[src/rtl/sn_to_bn_counter_if.sv]
// Stream/result bundle between the stochastic lanes and the stochastic-to-binary decoder.
// master drives the bit-streams, slave (the decoder) returns the per-window counts.
interface sn_to_bn_counter_if #(
    parameter int unsigned LANES = 4,
    parameter int unsigned CNT_W = 5
);
    logic             i_isgen;
    logic             i_sn_bit [LANES];
    logic             i_abort;
    logic [CNT_W-1:0] o_x_bn   [LANES];
    logic [CNT_W-1:0] o_len;
    logic             o_valid;
    logic             o_busy;

    modport master (
        output i_isgen, i_sn_bit, i_abort,
        input  o_x_bn, o_len, o_valid, o_busy
    );

    modport slave (
        input  i_isgen, i_sn_bit, i_abort,
        output o_x_bn, o_len, o_valid, o_busy
    );
endinterface

[src/rtl/sn_to_bn_counter.sv]
// Stochastic-to-binary decoder: counts ones per lane over a window of up to STREAM_LEN
// strobed bits and registers the counts and window length with a one-cycle valid pulse.
module sn_to_bn_counter #(
    parameter int unsigned LANES      = 4,
    parameter int unsigned STREAM_LEN = 16,
    parameter int unsigned CNT_W      = 5
) (
    input logic              i_clk_fsm_mux,
    input logic              i_rst_fsm_mux,
    sn_to_bn_counter_if.slave bus
);
    generate
        if (CNT_W != $clog2(STREAM_LEN + 1)) begin : g_bad_cnt_w
            $error("CNT_W must equal clog2(STREAM_LEN+1)");
        end
    endgenerate

    typedef enum logic {IDLE, ACC} state_t;

    localparam logic [CNT_W-1:0] LAST_IDX = CNT_W'(STREAM_LEN - 1);
    localparam logic [CNT_W-1:0] FULL_LEN = CNT_W'(STREAM_LEN);

    state_t           state;
    logic [CNT_W-1:0] acc     [LANES];
    logic [CNT_W-1:0] bcnt;
    logic [CNT_W-1:0] x_bn_q  [LANES];
    logic [CNT_W-1:0] len_q;
    logic             valid_q;
    logic             busy_q;

    always_ff @(posedge i_clk_fsm_mux or posedge i_rst_fsm_mux) begin
        if (i_rst_fsm_mux) begin
            state   <= IDLE;
            bcnt    <= '0;
            len_q   <= '0;
            valid_q <= 1'b0;
            busy_q  <= 1'b0;
            for (int unsigned l = 0; l < LANES; l++) begin
                acc[l]    <= '0;
                x_bn_q[l] <= '0;
            end
        end else begin
            valid_q <= 1'b0;
            case (state)
                IDLE: begin
                    if (bus.i_isgen && !bus.i_abort) begin
                        for (int unsigned l = 0; l < LANES; l++)
                            acc[l] <= CNT_W'(bus.i_sn_bit[l]);
                        bcnt   <= CNT_W'(1);
                        state  <= ACC;
                        busy_q <= 1'b1;
                    end
                end
                ACC: begin
                    if (bus.i_abort) begin
                        for (int unsigned l = 0; l < LANES; l++) acc[l] <= '0;
                        bcnt   <= '0;
                        state  <= IDLE;
                        busy_q <= 1'b0;
                    end else if (!bus.i_isgen) begin
                        for (int unsigned l = 0; l < LANES; l++) begin
                            x_bn_q[l] <= acc[l];
                            acc[l]    <= '0;
                        end
                        len_q   <= bcnt;
                        valid_q <= 1'b1;
                        bcnt    <= '0;
                        state   <= IDLE;
                        busy_q  <= 1'b0;
                    end else if (bcnt == LAST_IDX) begin
                        // Final bit folds straight into the output register.
                        for (int unsigned l = 0; l < LANES; l++) begin
                            x_bn_q[l] <= acc[l] + CNT_W'(bus.i_sn_bit[l]);
                            acc[l]    <= '0;
                        end
                        len_q   <= FULL_LEN;
                        valid_q <= 1'b1;
                        bcnt    <= '0;
                        state   <= IDLE;
                        busy_q  <= 1'b0;
                    end else begin
                        for (int unsigned l = 0; l < LANES; l++)
                            acc[l] <= acc[l] + CNT_W'(bus.i_sn_bit[l]);
                        bcnt <= bcnt + CNT_W'(1);
                    end
                end
            endcase
        end
    end

    assign bus.o_x_bn  = x_bn_q;
    assign bus.o_len   = len_q;
    assign bus.o_valid = valid_q;
    assign bus.o_busy  = busy_q;
endmodule

[src/flat_wrapper.sv]
// flat-port wrapper written by rule: the top's interface ports become plain ports
module sn_to_bn_counter_flat 
#(
    parameter int unsigned LANES      = 4,
    parameter int unsigned STREAM_LEN = 16,
    parameter int unsigned CNT_W      = 5
)
  (i_clk_fsm_mux, i_rst_fsm_mux, bus_i_isgen, bus_i_sn_bit, bus_i_abort, bus_o_x_bn, bus_o_len, bus_o_valid, bus_o_busy);
  sn_to_bn_counter_if #(.LANES(LANES), .CNT_W(CNT_W)) bus_i ();
  input logic i_clk_fsm_mux;
  input logic i_rst_fsm_mux;
  input wire logic [$bits(bus_i.i_isgen)-1:0] bus_i_isgen;
  input wire logic [$bits(bus_i.i_sn_bit)-1:0] bus_i_sn_bit;
  input wire logic [$bits(bus_i.i_abort)-1:0] bus_i_abort;
  output wire logic [$bits(bus_i.o_x_bn)-1:0] bus_o_x_bn;
  output wire logic [$bits(bus_i.o_len)-1:0] bus_o_len;
  output wire logic [$bits(bus_i.o_valid)-1:0] bus_o_valid;
  output wire logic [$bits(bus_i.o_busy)-1:0] bus_o_busy;
  assign bus_i.i_isgen = bus_i_isgen;
  assign bus_i.i_sn_bit = {>>{bus_i_sn_bit}};
  assign bus_i.i_abort = bus_i_abort;
  assign bus_o_x_bn = {>>{bus_i.o_x_bn}};
  assign bus_o_len = bus_i.o_len;
  assign bus_o_valid = bus_i.o_valid;
  assign bus_o_busy = bus_i.o_busy;
  sn_to_bn_counter #(.LANES(LANES), .STREAM_LEN(STREAM_LEN), .CNT_W(CNT_W)) u_core (.i_clk_fsm_mux(i_clk_fsm_mux), .i_rst_fsm_mux(i_rst_fsm_mux), .bus(bus_i));
endmodule
[config.mk]
export PLATFORM = sky130hd
export DESIGN_NAME = sn_to_bn_counter_flat
export DESIGN_NICKNAME = d
export VERILOG_FILES = /design/src/rtl/sn_to_bn_counter_if.sv /design/src/rtl/sn_to_bn_counter.sv /design/src/flat_wrapper.sv
export SDC_FILE = /design/constraint.sdc
export NUM_CORES = 1
export LEC_CHECK = 0
export BUFFER_PORTS_ARGS = -buffer_cell sky130_fd_sc_hd__buf_2
export CAP_MARGIN = 40
export CORE_MARGIN = 5
export CORE_UTILIZATION = 54
export CTS_BUF_LIST = sky130_fd_sc_hd__clkbuf_4 sky130_fd_sc_hd__clkbuf_8
export CTS_CLUSTER_SIZE = 20
export DETAILED_ROUTE_END_ITERATION = 12
export GPL_TIMING_DRIVEN = 0
export PLACE_DENSITY = 0.83
export SKIP_CTS_REPAIR_TIMING = 1
export SYNTH_ARGS = -nofsm -noshare
export SYNTH_HDL_FRONTEND = slang
export SYNTH_SLANG_ARGS = --single-unit
[constraint.sdc]
create_clock -name i_clk_fsm_mux -period 1.6 [get_ports i_clk_fsm_mux]
set_clock_uncertainty 0.1 [all_clocks]
set_input_delay 0.16 -clock i_clk_fsm_mux [delete_from_list [all_inputs] [get_ports i_clk_fsm_mux]]
set_output_delay 0.16 -clock i_clk_fsm_mux [all_outputs]
set_load 0.01 [all_outputs]
Word-level counts from Yosys, hierarchy flattened
Index checks and enable logic that the tools add are counted.
{ "totals": {"regBits": 53, "out_inout_bits": 27, "elab_cells": 56} }
{ "classes": {"addsub": 5, "n_eq_ne": 4, "muxes": 28, "bitwise_logic": 2, "reduce_logical": 4} }
{ "op_table": {"columns": ["operator", "n"], "rows": [
  ["20-bit 2-to-1 mux", 6],
  ["20-bit one-hot mux with 2 select lines", 1],
  ["5-bit 2-to-1 mux", 6],
  ["5-bit by 1-bit adder with 5-bit output", 4],
  ["1-bit 2-to-1 mux", 12],
  ["5-bit one-hot mux with 2 select lines", 1],
  ["5-bit by 1-bit adder with 5-bit output, second input constant", 1],
  ["5-bit by 4-bit equality test with 1-bit output, second input constant", 1],
  ["2-bit by 1-bit inequality test with 1-bit output, second input constant", 2],
  ["4-bit inequality test, second input constant", 1],
  ["1-bit one-hot mux with 2 select lines", 2],
  ["3-bit AND reduction", 1],
  ["1-bit inverter", 2],
  ["2-bit AND reduction", 1],
  ["1-bit logical AND", 1],
  ["1-bit logical NOT", 1]
]} }

Longest topological paths before layout
{ "logic_depth": {"ltp_word": 5, "depth_mapped": 6} }

Worst setup path after synthesis
Ideal clock, no wire load.
{ "synth_path": {"kind": "register to register", "startpoint": "register u_core.bcnt[0]", "endpoint": "register u_core.x_bn_q (netlist bit u_core.bus.o_x_bn[17])", "setup_time_ns": 0.123, "arrival_time_ns": 1.338, "path_slack_ns": 0.040, "stages_incl_launch_ff": 7, "path_buffers": 2, "path_cell_list": "dfrtp_1 ha_1 and4b_1 buf_4 buf_6 nand4_1 o221a_2"} }
{ "synth_via": {"elab_chain_cells": 3} }
{ "synth_lines": {"columns": ["item", "line", "rtl"], "rows": [
  ["start, declared", "sn_to_bn_counter.sv:25", "logic [CNT_W-1:0] bcnt;"],
  ["start signal, assigned", "sn_to_bn_counter.sv:84", "bcnt <= bcnt + CNT_W'(1);"],
  ["5-bit by 4-bit equality test with 1-bit output", "sn_to_bn_counter.sv:70", "end else if (bcnt == LAST_IDX) begin"],
  ["2-bit by 1-bit inequality test with 1-bit output (no line)", null, null],
  ["3-bit AND reduction (no line)", null, null],
  ["end signal, assigned by index", "sn_to_bn_counter.sv:62", "x_bn_q[l] <= acc[l];"],
  ["end signal, assigned by index", "sn_to_bn_counter.sv:73", "x_bn_q[l] <= acc[l] + CNT_W'(bus.i_sn_bit[l]);"],
  ["end, declared", "sn_to_bn_counter.sv:26", "logic [CNT_W-1:0] x_bn_q [LANES];"]
]} }
Every way passes these cells.
A chain may end at the register's enable or synchronous reset.

Worst setup path in the final report
{ "layout_path": {"startpoint": "register u_core.bcnt[0]", "endpoint": "register u_core.x_bn_q (netlist bit u_core.bus.o_x_bn[12])"} }
The elaborated chain is that of the path after synthesis.

==> impl_metrics.yaml <==
logic_synthesis:
  synth_area_per_cell_um2: 10.8
  ys_async_sr_fraction_pct: 100
  ys_ff_latch: 53
  synth_edf_count: 0
  syn_nets: 267
  synth_cell_types: 44
  synthTopCellsByCount: "dfrtp_1, nand3_1, a31oi_1, o2bb2ai_1, nand2b_1"
  yosys_warnings: 0
  synth_area_leaders: "dfrtp_1, nand3_1, o2bb2ai_1"
  syn_inst: 250
  synth_top_cell_area_share_pct: 49.2
  syn_area_mm2: 0.00270
  yosysMostFrequentCell: "dfrtp_1"
  synth_top_flop_cell: "dfrtp_1"
  ys_seq_area_share_pct: 49.2
  yosysTopAreaCell: "dfrtp_1"
floorplan:
  fp-row-count: 25
  dieArea_mm2: 0.00651
  core_mm2: 0.00479
  start_util_pct: 56.4
  io_pins: 35
  die_w_um: 80.7
  dieHeight_um: 80.7
timing:
  fmax_mhz: 615
  fin_crit_ns: 1.63
  maxSlewHeadroom_pct: 62.3
  setup_viol: 13
  whs_ns: 0.0548
  setup_slack_ns: -0.0265
  hold_viol_final: 0
  finalMaxSlewViolations: 0
  rsz0062_at_grt: "true"
  fin_crit_sh_pct: 102
  worstMarginPinSlew_ns: 0.565
routing:
  num_vias: 2389
  wl_per_cell_um: 19.6
  drt_iter0_drc: 351
  final_antenna_net_count: 0
  vias_per_cell: 6.44
  drt_first_pass_iters: 6
  drc: 0
  routed_wl_um: 7260
final_layout:
  syn2layout_area_growth_pct: 22.4
  design_area_mm2: 0.00330
  nFillCells: 350
  n_antenna_cell: 0
  layout-drive-gt1-share_pct: 30.3
  fin_nets: 321
placement:
  hpwl_um: 4680
  routabilityCongestion: 0.826
  placed_cell_area_mm2: 0.00297
  numPortBuffers: 34
  pre_cts_slack_ns: -0.230
critical_path:
  critPathMaxFanout: 5
  cp_data_arrival_time_ns: 1.73
  critPathBufInv: 2
  critPathCaptureType: "flip-flop"
  crit_required_ns: 1.70
  cp_cell_sequence: "ha_4 > and4b_1 > buf_6 > buf_4 > nand4_1 > o221a_2"
  cpMaxStageDelayCell: "dfrtp_2"
  cpLargestDelayFamily: "flip-flops"
  cpPeakStageDelay_ns: 0.42
  critPathKind: "flip-flop to flip-flop"
  startpoint_type: "flip-flop"
run_status:
  violations: "setup timing"
  status: "complete, but fails checks"
cts:
  cts_root_buf: "clkbuf_8"
  path_clk_slew_ns: 0.09
  cts_max_level: 2
  clkSinkCount: 53
  clk_path_buf_depth: 2
  clk_latency_ns: 0.31
  numCtsBuffers: 5
  cts_tree: "yes"
power:
  power_leakage_nw: 1.44
  vdd_drop_max_v: 0.000544
  total_power_mw: 2.99
  power_density_mw_per_mm2: 907
global_routing:
  antenna_found_initial: 0
  first_global_vias: 2189
  grt_overflow: 0
  grt_pass1_wl_um: 11000
  track_usage_pct: 22.3
  grt_max_degree: 28
flow_run:
  drv_cap: 0
hold_path:
  hold_class: "primary input to flip-flop"
-- metrics by stage --
stage	setup TNS (ns)	cells	utilization (%)
floorplan	0	250	-
global placement	-36.46	351	61.7
detailed placement	-5.40	352	62.1
CTS	-6.38	359	64.3
global route	-1.00	371	69.0
finish	-0.114	371	69.0
-- cells in the final DEF (no fill, tap or decap), types with 3 or more instances in the layout --
master / Yosys / layout
ha_2: 0 / 5
o2bb2ai_1: 13 / 13
nor4b_1: 4 / 4
dfrtp_1: 53 / 51
a22o_1: 10 / 10
nand4_1: 9 / 9
mux2i_1: 4 / 4
a31oi_1: 13 / 13
ha_1: 9 / 3
buf_12: 0 / 3
a21oi_1: 3 / 3
clkbuf_8: 0 / 5
inv_1: 5 / 4
nand3_1: 25 / 25
a211oi_1: 4 / 3
a22oi_1: 5 / 5
a2bb2oi_1: 3 / 3
o22ai_1: 8 / 8
o21ai_1: 2 / 3
buf_4: 3 / 11
nand2b_1: 11 / 11
buf_6: 1 / 4
o221a_2: 4 / 4
buf_2: 8 / 39
nor2_1: 9 / 8
clkbuf_2: 0 / 3
xor2_1: 8 / 8
-- final timing paths --
check	cells past startpoint	start	slack (ns)	to
max	6	u_core.bcnt[0]$_DFFE_PP0P_	-0.03	u_core.bus.o_x_bn[12]$_DFFE_PP0P_
min	3	bus_i_sn_bit[3]	0.05	u_core.acc[15]$_DFFE_PP0P_
max reg2reg	6	u_core.bcnt[0]$_DFFE_PP0P_	-0.03	u_core.bus.o_x_bn[12]$_DFFE_PP0P_
min reg2reg	1	u_core.bus.o_busy$_DFFE_PP0P_	0.40	u_core.bus.o_busy$_DFFE_PP0P_
max in group asynchronous	4	i_rst_fsm_mux	0.50	u_core.bcnt[0]$_DFFE_PP0P_
min in group asynchronous	3	i_rst_fsm_mux	0.34	u_core.bus.o_x_bn[0]$_DFFE_PP0P_
-- area by class of cell --
type | instances | area, µm² | share of cell area [%]
Sequential cell | 53 | 1330 | 40.2
Buffer | 18 | 138 | 4.17
Inverter | 6 | 22.5 | 0.682
Timing Repair Buffer | 48 | 333 | 10.1
Multi-Input combinational cell | 172 | 1290 | 39.1
Clock inverter | 2 | 35.0 | 1.06
Tap cell | 67 | 83.8 | 2.54
Clock buffer | 5 | 68.8 | 2.08
-- flip-flops by register name, indices dropped and copies added, names as in the netlist --
register	flops
u_core.bcnt	5
u_core.bus.o_busy	1
u_core.bus.o_valid	1
u_core.bus.o_len	5
u_core.state	1
u_core.bus.o_x_bn	20
u_core.acc	20
-- cells by family (layout without fill, tap and decap cells) --
family          count (synthesis)  after routing  share of synthesized area (%)
compound gates                 75             75                           21.2
xor+xnor                       10             10                           3.25
fa+ha+maj                       9              9                           4.17
buf+inv                        25             79                           4.55
flops                          53             53                           49.2
mux                             4              4                           1.48
simple gates                   74             74                           16.1
-- power by group --
group | switching (mW) | total (mW) | internal (mW) | leakage (nW)
registers | 0.0880 | 1.55 | 1.46 | 0.683
clock network | 0.430 | 0.886 | 0.455 | 0.0540
logic | 0.294 | 0.562 | 0.268 | 0.705
total | 0.812 | 2.99 | 2.18 | 1.44
-- worst min-delay path: stages --
cell,delay (ns)
buf_2,0.09
mux2i_1,0.06
o2bb2ai_1,0.12
-- routing by layer --
| layer | vias up | track usage [%] | part of all wire (%) |
|---|---|---|---|
| met3 | 31 | 3.92 | 6.7 |
| met2 | 119 | 33.9 | 45 |
| met4 | 0 | 8.61 | 4.0 |
| met1 | 1172 | 31.7 | 44 |
| li1 | 1067 | - | - |
| met5 | - | 0 | 0 |
Note: power is estimated with default switching activity, not from simulation.
